### config.mk
export PLATFORM = sky130hd
export DESIGN_NAME = arp_cache
export DESIGN_NICKNAME = d
export VERILOG_FILES = /design/src/rtl/arp_cache_pkg.sv /design/src/rtl/arp_cache_match.sv /design/src/rtl/arp_cache.sv
export SDC_FILE = /design/constraint.sdc
export NUM_CORES = 2
export LEC_CHECK = 0
export BUFFER_PORTS_ARGS = -buffer_cell sky130_fd_sc_hd__buf_4
export CAP_MARGIN = 40
export CELL_PAD_IN_SITES_DETAIL_PLACEMENT = 1
export CELL_PAD_IN_SITES_GLOBAL_PLACEMENT = 1
export CORE_MARGIN = 1.5
export CORE_UTILIZATION = 25
export CTS_BUF_LIST = sky130_fd_sc_hd__clkbuf_4 sky130_fd_sc_hd__clkbuf_8
export DETAILED_ROUTE_END_ITERATION = 6
export PLACE_DENSITY_LB_ADDON = 0.3
export SYNTH_ARGS = -nofsm -noshare
export SYNTH_HDL_FRONTEND = slang
export SYNTH_SLANG_ARGS = --single-unit
export TNS_END_PERCENT = 30
### constraint.sdc
create_clock -name logic_clk -period 5.4 [get_ports logic_clk]
set_input_delay 0.27 -clock logic_clk [delete_from_list [all_inputs] [get_ports logic_clk]]
set_output_delay 0.27 -clock logic_clk [all_outputs]
set_load 0.02 [all_outputs]
### src/rtl/arp_cache_pkg.sv
// arp_pkg: shared types and constants for the ARP cache slice.
//   OPCODE_QUERY / OPCODE_RESPONSE : ARP opcode values
//   ARP_LENGTH                     : ARP payload length in bytes
//   arp_entry_t                    : one cache slot {valid, ip, mac}
//   w_state_t / l_state_t          : write and lookup FSM states
package arp_pkg;
  localparam logic [15:0] OPCODE_QUERY    = 16'h0001;
  localparam logic [15:0] OPCODE_RESPONSE = 16'h0002;
  localparam int          ARP_LENGTH      = 28;

  typedef struct packed {
    logic        valid;
    logic [31:0] ip;
    logic [47:0] mac;
  } arp_entry_t;

  typedef enum logic [1:0] {W_IDLE, W_DATA, W_COMMIT, W_RESP} w_state_t;
  typedef enum logic [1:0] {L_IDLE, L_SEARCH, L_RESULT} l_state_t;

  // Unspecified and broadcast addresses never name a real host.
  function automatic logic ip_storable(input logic [31:0] ip);
    return (ip != 32'h0000_0000) && (ip != 32'hFFFF_FFFF);
  endfunction
endpackage

### src/rtl/arp_cache_match.sv
// arp_cache_match: combinational table scan.
//   ip       in  address to find
//   entries  in  whole cache table
//   hit      out valid entry with matching ip exists; hit_idx = its slot
//   free     out some slot is invalid; free_idx = lowest such slot
module arp_cache_match
  import arp_pkg::*;
#(
  parameter int DEPTH = 8,
  parameter int IDX_W = 3
) (
  input  logic [31:0]            ip,
  input  arp_entry_t [DEPTH-1:0] entries,
  output logic                   hit,
  output logic [IDX_W-1:0]       hit_idx,
  output logic                   free,
  output logic [IDX_W-1:0]       free_idx
);
  // Scan high to low so the last assignment is the lowest index.
  always_comb begin
    hit      = 1'b0;
    hit_idx  = '0;
    free     = 1'b0;
    free_idx = '0;
    for (int i = DEPTH - 1; i >= 0; i--) begin
      if (entries[i].valid && entries[i].ip == ip) begin
        hit     = 1'b1;
        hit_idx = IDX_W'(i);
      end
      if (!entries[i].valid) begin
        free     = 1'b1;
        free_idx = IDX_W'(i);
      end
    end
  end
endmodule

### src/rtl/arp_cache.sv
// arp_cache: IPv4 -> MAC cache.
//   arp_write_* / arp_store_* / arp_b*  three-phase write channel from arp_tx
//   lookup_* / lookup_r*                 lookup request and registered result
//   trig_arp_*                           ARP query trigger raised on a miss
// Write and lookup FSMs run independently; the only shared state is the
// table, written solely in W_COMMIT and read by the search in L_SEARCH.
module arp_cache
  import arp_pkg::*;
#(
  parameter int          CACHE_DEPTH   = 8,
  parameter logic [23:0] QUERY_TIMEOUT = 24'd12_500_000
) (
  input  logic        logic_clk,
  input  logic        logic_rst_n,
  input  logic [31:0] arp_write_ip_in,
  input  logic        arp_write_valid_in,
  output logic        arp_write_ready_out,
  input  logic [47:0] arp_store_mac_in,
  input  logic        arp_store_valid_in,
  output logic        arp_store_ready_out,
  input  logic        arp_bvalid_in,
  output logic        arp_bready_out,
  input  logic [31:0] lookup_ip_in,
  input  logic        lookup_valid_in,
  output logic        lookup_ready_out,
  output logic [47:0] lookup_mac_out,
  output logic        lookup_hit_out,
  output logic        lookup_rvalid_out,
  input  logic        lookup_rready_in,
  output logic        trig_arp_qvalid_out,
  output logic [31:0] trig_arp_ip_out,
  input  logic        trig_arp_qready_in
);
  localparam int IDX_W = $clog2(CACHE_DEPTH);

  arp_entry_t [CACHE_DEPTH-1:0] cache_q;
  w_state_t                     w_state;
  l_state_t                     l_state;
  logic [31:0]                  w_ip_q;
  logic [47:0]                  w_mac_q;
  logic [31:0]                  l_ip_q;
  logic [IDX_W-1:0]             victim_q;
  logic [23:0]                  q_cnt;

  logic             c_hit, c_free, s_hit;
  logic [IDX_W-1:0] c_hit_idx, c_free_idx, s_hit_idx;
  logic             s_free_unused;
  logic [IDX_W-1:0] s_free_idx_unused;

  arp_cache_match #(.DEPTH(CACHE_DEPTH), .IDX_W(IDX_W)) u_commit_match (
    .ip(w_ip_q), .entries(cache_q),
    .hit(c_hit), .hit_idx(c_hit_idx), .free(c_free), .free_idx(c_free_idx)
  );

  arp_cache_match #(.DEPTH(CACHE_DEPTH), .IDX_W(IDX_W)) u_search_match (
    .ip(l_ip_q), .entries(cache_q),
    .hit(s_hit), .hit_idx(s_hit_idx), .free(s_free_unused), .free_idx(s_free_idx_unused)
  );

  // Slot choice: refresh existing entry, else first hole, else evict victim.
  logic [IDX_W-1:0] tgt_idx;
  logic             do_store, adv_victim;
  always_comb begin
    tgt_idx    = victim_q;
    do_store   = 1'b0;
    adv_victim = 1'b0;
    if (ip_storable(w_ip_q)) begin
      do_store = 1'b1;
      if (c_hit)       tgt_idx = c_hit_idx;
      else if (c_free) tgt_idx = c_free_idx;
      else             adv_victim = 1'b1;
    end
  end

  // Write FSM, table and victim pointer.
  always_ff @(posedge logic_clk or negedge logic_rst_n) begin
    if (!logic_rst_n) begin
      w_state             <= W_IDLE;
      w_ip_q              <= '0;
      w_mac_q             <= '0;
      cache_q             <= '0;
      victim_q            <= '0;
      arp_write_ready_out <= 1'b0;
      arp_store_ready_out <= 1'b0;
      arp_bready_out      <= 1'b0;
    end else begin
      case (w_state)
        W_IDLE:
          if (arp_write_valid_in && arp_write_ready_out) begin
            w_ip_q              <= arp_write_ip_in;
            arp_write_ready_out <= 1'b0;
            arp_store_ready_out <= 1'b1;
            w_state             <= W_DATA;
          end else begin
            arp_write_ready_out <= 1'b1;
          end
        W_DATA:
          if (arp_store_valid_in && arp_store_ready_out) begin
            w_mac_q             <= arp_store_mac_in;
            arp_store_ready_out <= 1'b0;
            w_state             <= W_COMMIT;
          end
        W_COMMIT: begin
          if (do_store) cache_q[tgt_idx] <= '{valid: 1'b1, ip: w_ip_q, mac: w_mac_q};
          if (adv_victim) victim_q <= victim_q + 1'b1;
          arp_bready_out <= 1'b1;
          w_state        <= W_RESP;
        end
        W_RESP:
          if (arp_bvalid_in && arp_bready_out) begin
            arp_bready_out      <= 1'b0;
            arp_write_ready_out <= 1'b1;
            w_state             <= W_IDLE;
          end
        default: w_state <= W_IDLE;
      endcase
    end
  end

  // Lookup FSM and miss-query trigger.
  always_ff @(posedge logic_clk or negedge logic_rst_n) begin
    if (!logic_rst_n) begin
      l_state             <= L_IDLE;
      l_ip_q              <= '0;
      lookup_ready_out    <= 1'b0;
      lookup_rvalid_out   <= 1'b0;
      lookup_hit_out      <= 1'b0;
      lookup_mac_out      <= '0;
      trig_arp_qvalid_out <= 1'b0;
      trig_arp_ip_out     <= '0;
      q_cnt               <= '0;
    end else begin
      case (l_state)
        L_IDLE:
          if (lookup_valid_in && lookup_ready_out) begin
            l_ip_q           <= lookup_ip_in;
            lookup_ready_out <= 1'b0;
            l_state          <= L_SEARCH;
          end else begin
            lookup_ready_out <= 1'b1;
          end
        L_SEARCH: begin
          lookup_hit_out    <= s_hit;
          lookup_mac_out    <= s_hit ? cache_q[s_hit_idx].mac : 48'h0;
          lookup_rvalid_out <= 1'b1;
          l_state           <= L_RESULT;
        end
        L_RESULT:
          if (lookup_rready_in) begin
            lookup_rvalid_out <= 1'b0;
            lookup_ready_out  <= 1'b1;
            l_state           <= L_IDLE;
          end
        default: l_state <= L_IDLE;
      endcase

      // One query in flight at most; a miss seen while one is pending
      // (including its final cycle) is dropped.
      if (trig_arp_qvalid_out) begin
        if (trig_arp_qready_in || q_cnt == QUERY_TIMEOUT - 24'd1) begin
          trig_arp_qvalid_out <= 1'b0;
          q_cnt               <= '0;
        end else begin
          q_cnt <= q_cnt + 24'd1;
        end
      end else if (l_state == L_SEARCH && !s_hit) begin
        trig_arp_qvalid_out <= 1'b1;
        trig_arp_ip_out     <= l_ip_q;
        q_cnt               <= '0;
      end
    end
  end
endmodule

### Word-level counts from Yosys, hierarchy flattened

Index checks and enable logic that the tools add are counted.
Widths: inputs -> output; s select.

* register bits: 878
* input bits: 120
* output and inout bits: 87
* logic and storage cells: 208

* $add $sub $neg: 2
* order comparisons: 3
* equality and inequality tests: 28
* muxes and demuxes: 87
* bitwise logic cells: 1
* reductions and logical operators: 47

Operator list (number)
* $bwmux 648: 1
* $eq 32x32->1: 16
* $bmux 81 s3: 1
* $demux 81 s3: 1
* $mux 48: 2
* $mux 3: 27
* $mux 81: 1
* $mux 24: 3
* $mux 1: 39
* $ne 32x32->1 const B: 1
* $reduce_bool 32->1: 1
* $add 24x1->24 const B: 1
* $eq 24x24->1 const B: 1
* $logic_and 1x1->1: 23
* $reduce_and 2->1: 11
* $reduce_bool 2->1: 6
* $mux 2: 5
* $ne 2x2->1 const B: 5
* $pmux 1 s2: 5
* $lt 3x4->1 const B: 2
* $pmux 2 s4: 1
* $eq 2x2->1 const B: 3
* $pmux 2 s3: 1
* $reduce_and 3->1: 2
* 7 further kinds: 9

### Depth between registers and ports, before layout

* depth in word-level cells: 17
* gate-level depth with buffers: 13
* gate-level depth less buffers: 10

### By module

From an unflattened synthesis, not the netlist that was laid out.

* cell total of the unflattened synthesis: 3104
* area, all modules: 44004.7 µm²

By module, submodules not included
* arp_cache: instances 1, cells an instance 2288, area each 37478.4 µm², seq. area each 21971.1 µm²
* arp_cache_match: instances 2, cells an instance 408, area each 3263.1 µm², seq. area each 0.0 µm²

### Least setup slack after synthesis

OpenSTA, ideal clock, no wires.

* path type: reg2reg
* from: reg w_ip_q[15]
* to: reg cache_q[324] (netlist name)
* library setup time: 0.125 ns
* data arrival time: 3.738 ns
* data required time: 5.275 ns
* setup slack: 1.537 ns
* stages on the path, launching flop included: 12
* path buffers: 2
* period minus slack after synthesis: 3.863 ns
* cells stage by stage: dfrtp_1 > buf_2 > xor2_1 > or4_1 > or4b_1 > or4_1 > and2_1 > a31o_2 > or2_1 > nor3_2 > buf_2 > mux2_2

* longest elaborated chain between the ends: 17
* elaborated cells between the ends (all ways): 45
* classes of those cells: order compare (2); eq/ne (9); mux (22); reduce/logical (12)

RTL lines
* start: declaration: line arp_cache.sv:39 `logic [31:0] w_ip_q;`
* start signal: assignment: line arp_cache.sv:90 `w_ip_q <= arp_write_ip_in;`
* $eq 32x32->1: line arp_cache_match.sv:26 `if (entries[i].valid && entries[i].ip == ip) begin`
* $logic_and 1x1->1: line arp_cache_match.sv:26
* $mux 3 / $mux 1 (equally long branches) (8 in series): line arp_cache_match.sv:26
* $mux 3: line arp_cache.sv:69 `if (c_hit) tgt_idx = c_hit_idx;`
* $mux 3: line arp_cache.sv:67 `if (ip_storable(w_ip_q)) begin`
* $lt 3x4->1 (implied by the code) / $ge 3x1->1 (equally long branches): line arp_cache.sv:104 `if (do_store) cache_q[tgt_idx] <= '{valid: 1'b1, ip: w_ip_q, mac: w_mac_q};`
* $logic_and 1x1->1 (implied by the code): line arp_cache.sv:104
* $mux 81 (implied by the code): line arp_cache.sv:104
* $demux 81 s3: line arp_cache.sv:104
* $bwmux 648: line arp_cache.sv:104
* end signal: indexed assignment: line arp_cache.sv:104
* end: declaration: line arp_cache.sv:36 `arp_entry_t [CACHE_DEPTH-1:0] cache_q;`

Several ways; a longest one is shown, not always the timed one.
A chain may end at the register's enable or synchronous reset.

### Final worst setup path

* from: reg w_ip_q[0]
* to: reg cache_q[33] (netlist name)

The elaborated chain is that of the path after synthesis.

==> results.sh <==
export IMPL_clk_pin_slew_worst_paths_ns=0.06
export IMPL_crit_type="reg2reg"
export IMPL_fmax_ghz=0.215
export IMPL_min_period_ns=4.65
export IMPL_hpwl_mm=110
export IMPL_hold_violations=0
export IMPL_drc=0
export IMPL_seq_area_frac_synth=0.502
export IMPL_end_kind="flip-flop"
export IMPL_final_antenna_net_count=0
export IMPL_tns_ns=0
export IMPL_start_util=0.252
export IMPL_cp_num_buf_inv=2
export IMPL_layout_drive_gt1_share=0.344
export IMPL_path_delay_family="simple AND/OR/NAND/NOR gates"
export IMPL_crit_slowest_cell="dfrtp_1"
export IMPL_synth_seq_cells=878
export IMPL_worst_clock_skew_ns=0.0653
export IMPL_leakagePower_nw=23.7
export IMPL_critical_path_most_common_cell="nor4_1"
export IMPL_first_pass_iters=5
export IMPL_layout_commonest_cell="dfrtp_1"
export IMPL_die_y_um=421
export IMPL_grt_max_degree=158
export IMPL_ff2ff_setup_slack_ns=0.75
export IMPL_synthArstFlopShare=1.00
export IMPL_dieArea_um2=177000
export IMPL_cts_buffers=165
export IMPL_wl_per_cell_um=25.1
export IMPL_drt_total_wl_mm=165
export IMPL_place_area_um2=49100
export IMPL_place_congestion=0.911
export IMPL_htreeDepth=4
export IMPL_core_area_um2=174000
export IMPL_power_density_nw_per_um2=633
export IMPL_post_cts_buffers=0
export IMPL_synthesis_area_um2=43700
export IMPL_max_cap_violations=0
export IMPL_yosysWarnings=0
export IMPL_cts_tree="done"
export IMPL_hold_buffers=121
export IMPL_clk_latency_ns=0.93
export IMPL_synth_cell_types=62
export IMPL_period_share=0.861
export IMPL_synth_edff_count=0
export IMPL_required_ns=6.18
export IMPL_crit_chain="xor2_1 -> nor4_1 -> nand4_1 -> nor4_1 -> o41ai_1 -> o21ai_0 -> a31oi_1 -> clkbuf_4 -> nor3_4 -> buf_12 -> mux2_2"
export IMPL_row_count=153
export IMPL_avgViaCountPerCell=4.84
export IMPL_dp_cells=6125
export IMPL_layout_common_cells="878 x dfrtp_1, 740 x mux2_2, 406 x xor2_1"
export IMPL_cts_root_buf="clkbuf_8"
export IMPL_timing_slew_headroom=0.379
export IMPL_via_count=31700
export IMPL_area_delta_synth_final_pct=23.7
export IMPL_rsz0062_at_grt="no"
export IMPL_grt_pass1_vias=33500
export IMPL_synthFlopType="dfrtp_1"
export IMPL_worstMarginPinSlew_ns=0.932
export IMPL_cts_resized_gates=0
export IMPL_setup_violations=0
export IMPL_io_pins=207
export IMPL_min_delay_path_class="in2reg"
export IMPL_report_final_slew_viol_count=0
export IMPL_ir_worst_vdd_uv=282
export IMPL_drtIter0Drc=2008
export IMPL_num_nets_final=4215
export IMPL_cp_slowest_stage_delay_ns=0.81
export IMPL_syn_nets=3806
export IMPL_track_usage=0.184
export IMPL_clock_sinks=878
export IMPL_fin_area_um2=54100
export IMPL_worstPathMaxFanout=35
export IMPL_crit_arrival_ns=5.43
export IMPL_antenna_found_initial=11
export IMPL_die_w_um=421
export IMPL_fin_cells=6544
export IMPL_worst_setup_path_start_kind="flip-flop"
export IMPL_grt_first_pass_wirelength_mm=241
export IMPL_syn_inst=3680
export IMPL_portBuffers=206
export IMPL_syn_mean_instance_area_um2=11.9
export IMPL_status="finished, final reports clean"
export IMPL_overflow=0
export IMPL_clk_path_buf_depth=3
## flip-flops by register name, summed over array words and instances, names as in the netlist
name                 flops
lookup_hit_out           1
w_ip_q                  32
lookup_mac_out          48
q_cnt                   24
arp_write_ready_out      1
lookup_ready_out         1
victim_q                 3
arp_bready_out           1
l_state                  2
lookup_rvalid_out        1
cache_q                648
w_state                  2
w_mac_q                 48
arp_store_ready_out      1
l_ip_q                  32
trig_arp_qvalid_out      1
trig_arp_ip_out         32
## worst min-delay path: stages
cell	delay, ns
dlygate4sd3_1	0.52
buf_4	0.12
o22ai_1	0.07
## routing by layer
metal,share of wire,vias to the layer above,GRT usage
met5,0.000073,-,0
met1,0.45,16700,0.247
met4,0.036,2,0.0685
met3,0.045,274,0.0295
met2,0.47,794,0.299
li1,-,13900,-
## synthesized netlist by cell type, types with 3 or more instances
library cell | instances | area (µm²)
dfrtp_1 | 878 | 22000
nor2_1 | 130 | 488
mux2_2 | 740 | 8330
o31ai_1 | 8 | 60.1
nor4b_1 | 6 | 52.6
or4_1 | 12 | 90.1
a21oi_1 | 107 | 536
buf_1 | 12 | 45.0
or2_2 | 5 | 31.3
nand3_1 | 38 | 190
nor4_1 | 169 | 1060
nor3_1 | 28 | 140
nand4_1 | 63 | 394
xnor2_1 | 104 | 911
nor3b_1 | 50 | 375
nor2b_1 | 12 | 75.1
inv_1 | 16 | 60.1
and2_1 | 52 | 325
o21a_1 | 49 | 368
and4_1 | 3 | 26.3
mux2_1 | 45 | 507
o21ai_0 | 92 | 460
nand4b_1 | 14 | 123
buf_6 | 16 | 180
or4b_2 | 3 | 30.0
nand3b_1 | 4 | 30.0
ha_1 | 6 | 75.1
or3_1 | 6 | 37.5
o41ai_1 | 3 | 26.3
and3_1 | 11 | 68.8
nand2b_1 | 21 | 131
nor3_2 | 4 | 40.0
dlygate4sd1_1 | 5 | 43.8
a2111o_1 | 50 | 563
a31oi_1 | 51 | 319
clkbuf_1 | 156 | 586
buf_2 | 70 | 350
nand2_1 | 204 | 766
xor2_1 | 406 | 3560
nand3_4 | 4 | 70.1
## area by class of cell
class	instances	area, µm²
Tap cell	2325	2910
Fill cell	19100	120000
Antenna cell	7	17.5
Multi-Input combinational cell	2526	20600
Clock buffer	264	3400
Timing Repair Buffer	502	4800
Inverter	16	60.1
Clock inverter	26	310
Sequential cell	878	22000
## final timing paths
kind,from,end,depth (start not counted)
max reg2reg,w_ip_q[0],cache_q[33],11
max,w_ip_q[0],cache_q[33],11
min in group asynchronous,logic_rst_n,cache_q[550],3
min reg2reg,q_cnt[15],q_cnt[15],1
max in group asynchronous,logic_rst_n,cache_q[104],3
min,arp_bvalid_in,arp_bready_out,3
## kinds of logic after synthesis
logic type               Yosys count  share of synthesized area
AO/OA/AOI/OAI                    379                     0.0573
XOR/XNOR                         510                      0.102
adder cells (fa/ha/maj)            6                    0.00172
buffers and inverters            276                     0.0291
flip-flops                       878                      0.502
multiplexers                     787                      0.203
AND/OR/NAND/NOR                  844                      0.105
## through the flow
step           hold WS, ns  worst slack (ns)  utilization  power (mW)
3_5_place_dp         0.357             0.711        0.283        26.9
2_1_floorplan      -0.0256              1.54            -        20.4
5_1_grt             0.0788             0.622        0.311        36.1
6_report             0.140             0.749        0.311        34.2
4_1_cts             0.0429             0.651        0.311        34.5
3_3_place_gp         0.363             0.700        0.280        26.4
## power breakdown
group          switching (mW)  internal (mW)  total [mW]  leakage (nW)
Combinational            7.92           6.46        14.4          10.7
Sequential               3.25           9.34        12.6          11.1
Clock                    3.10           4.18        7.27          1.94
Total                    14.3           20.0        34.2          23.7
Note: power is estimated with default switching activity, not from simulation.
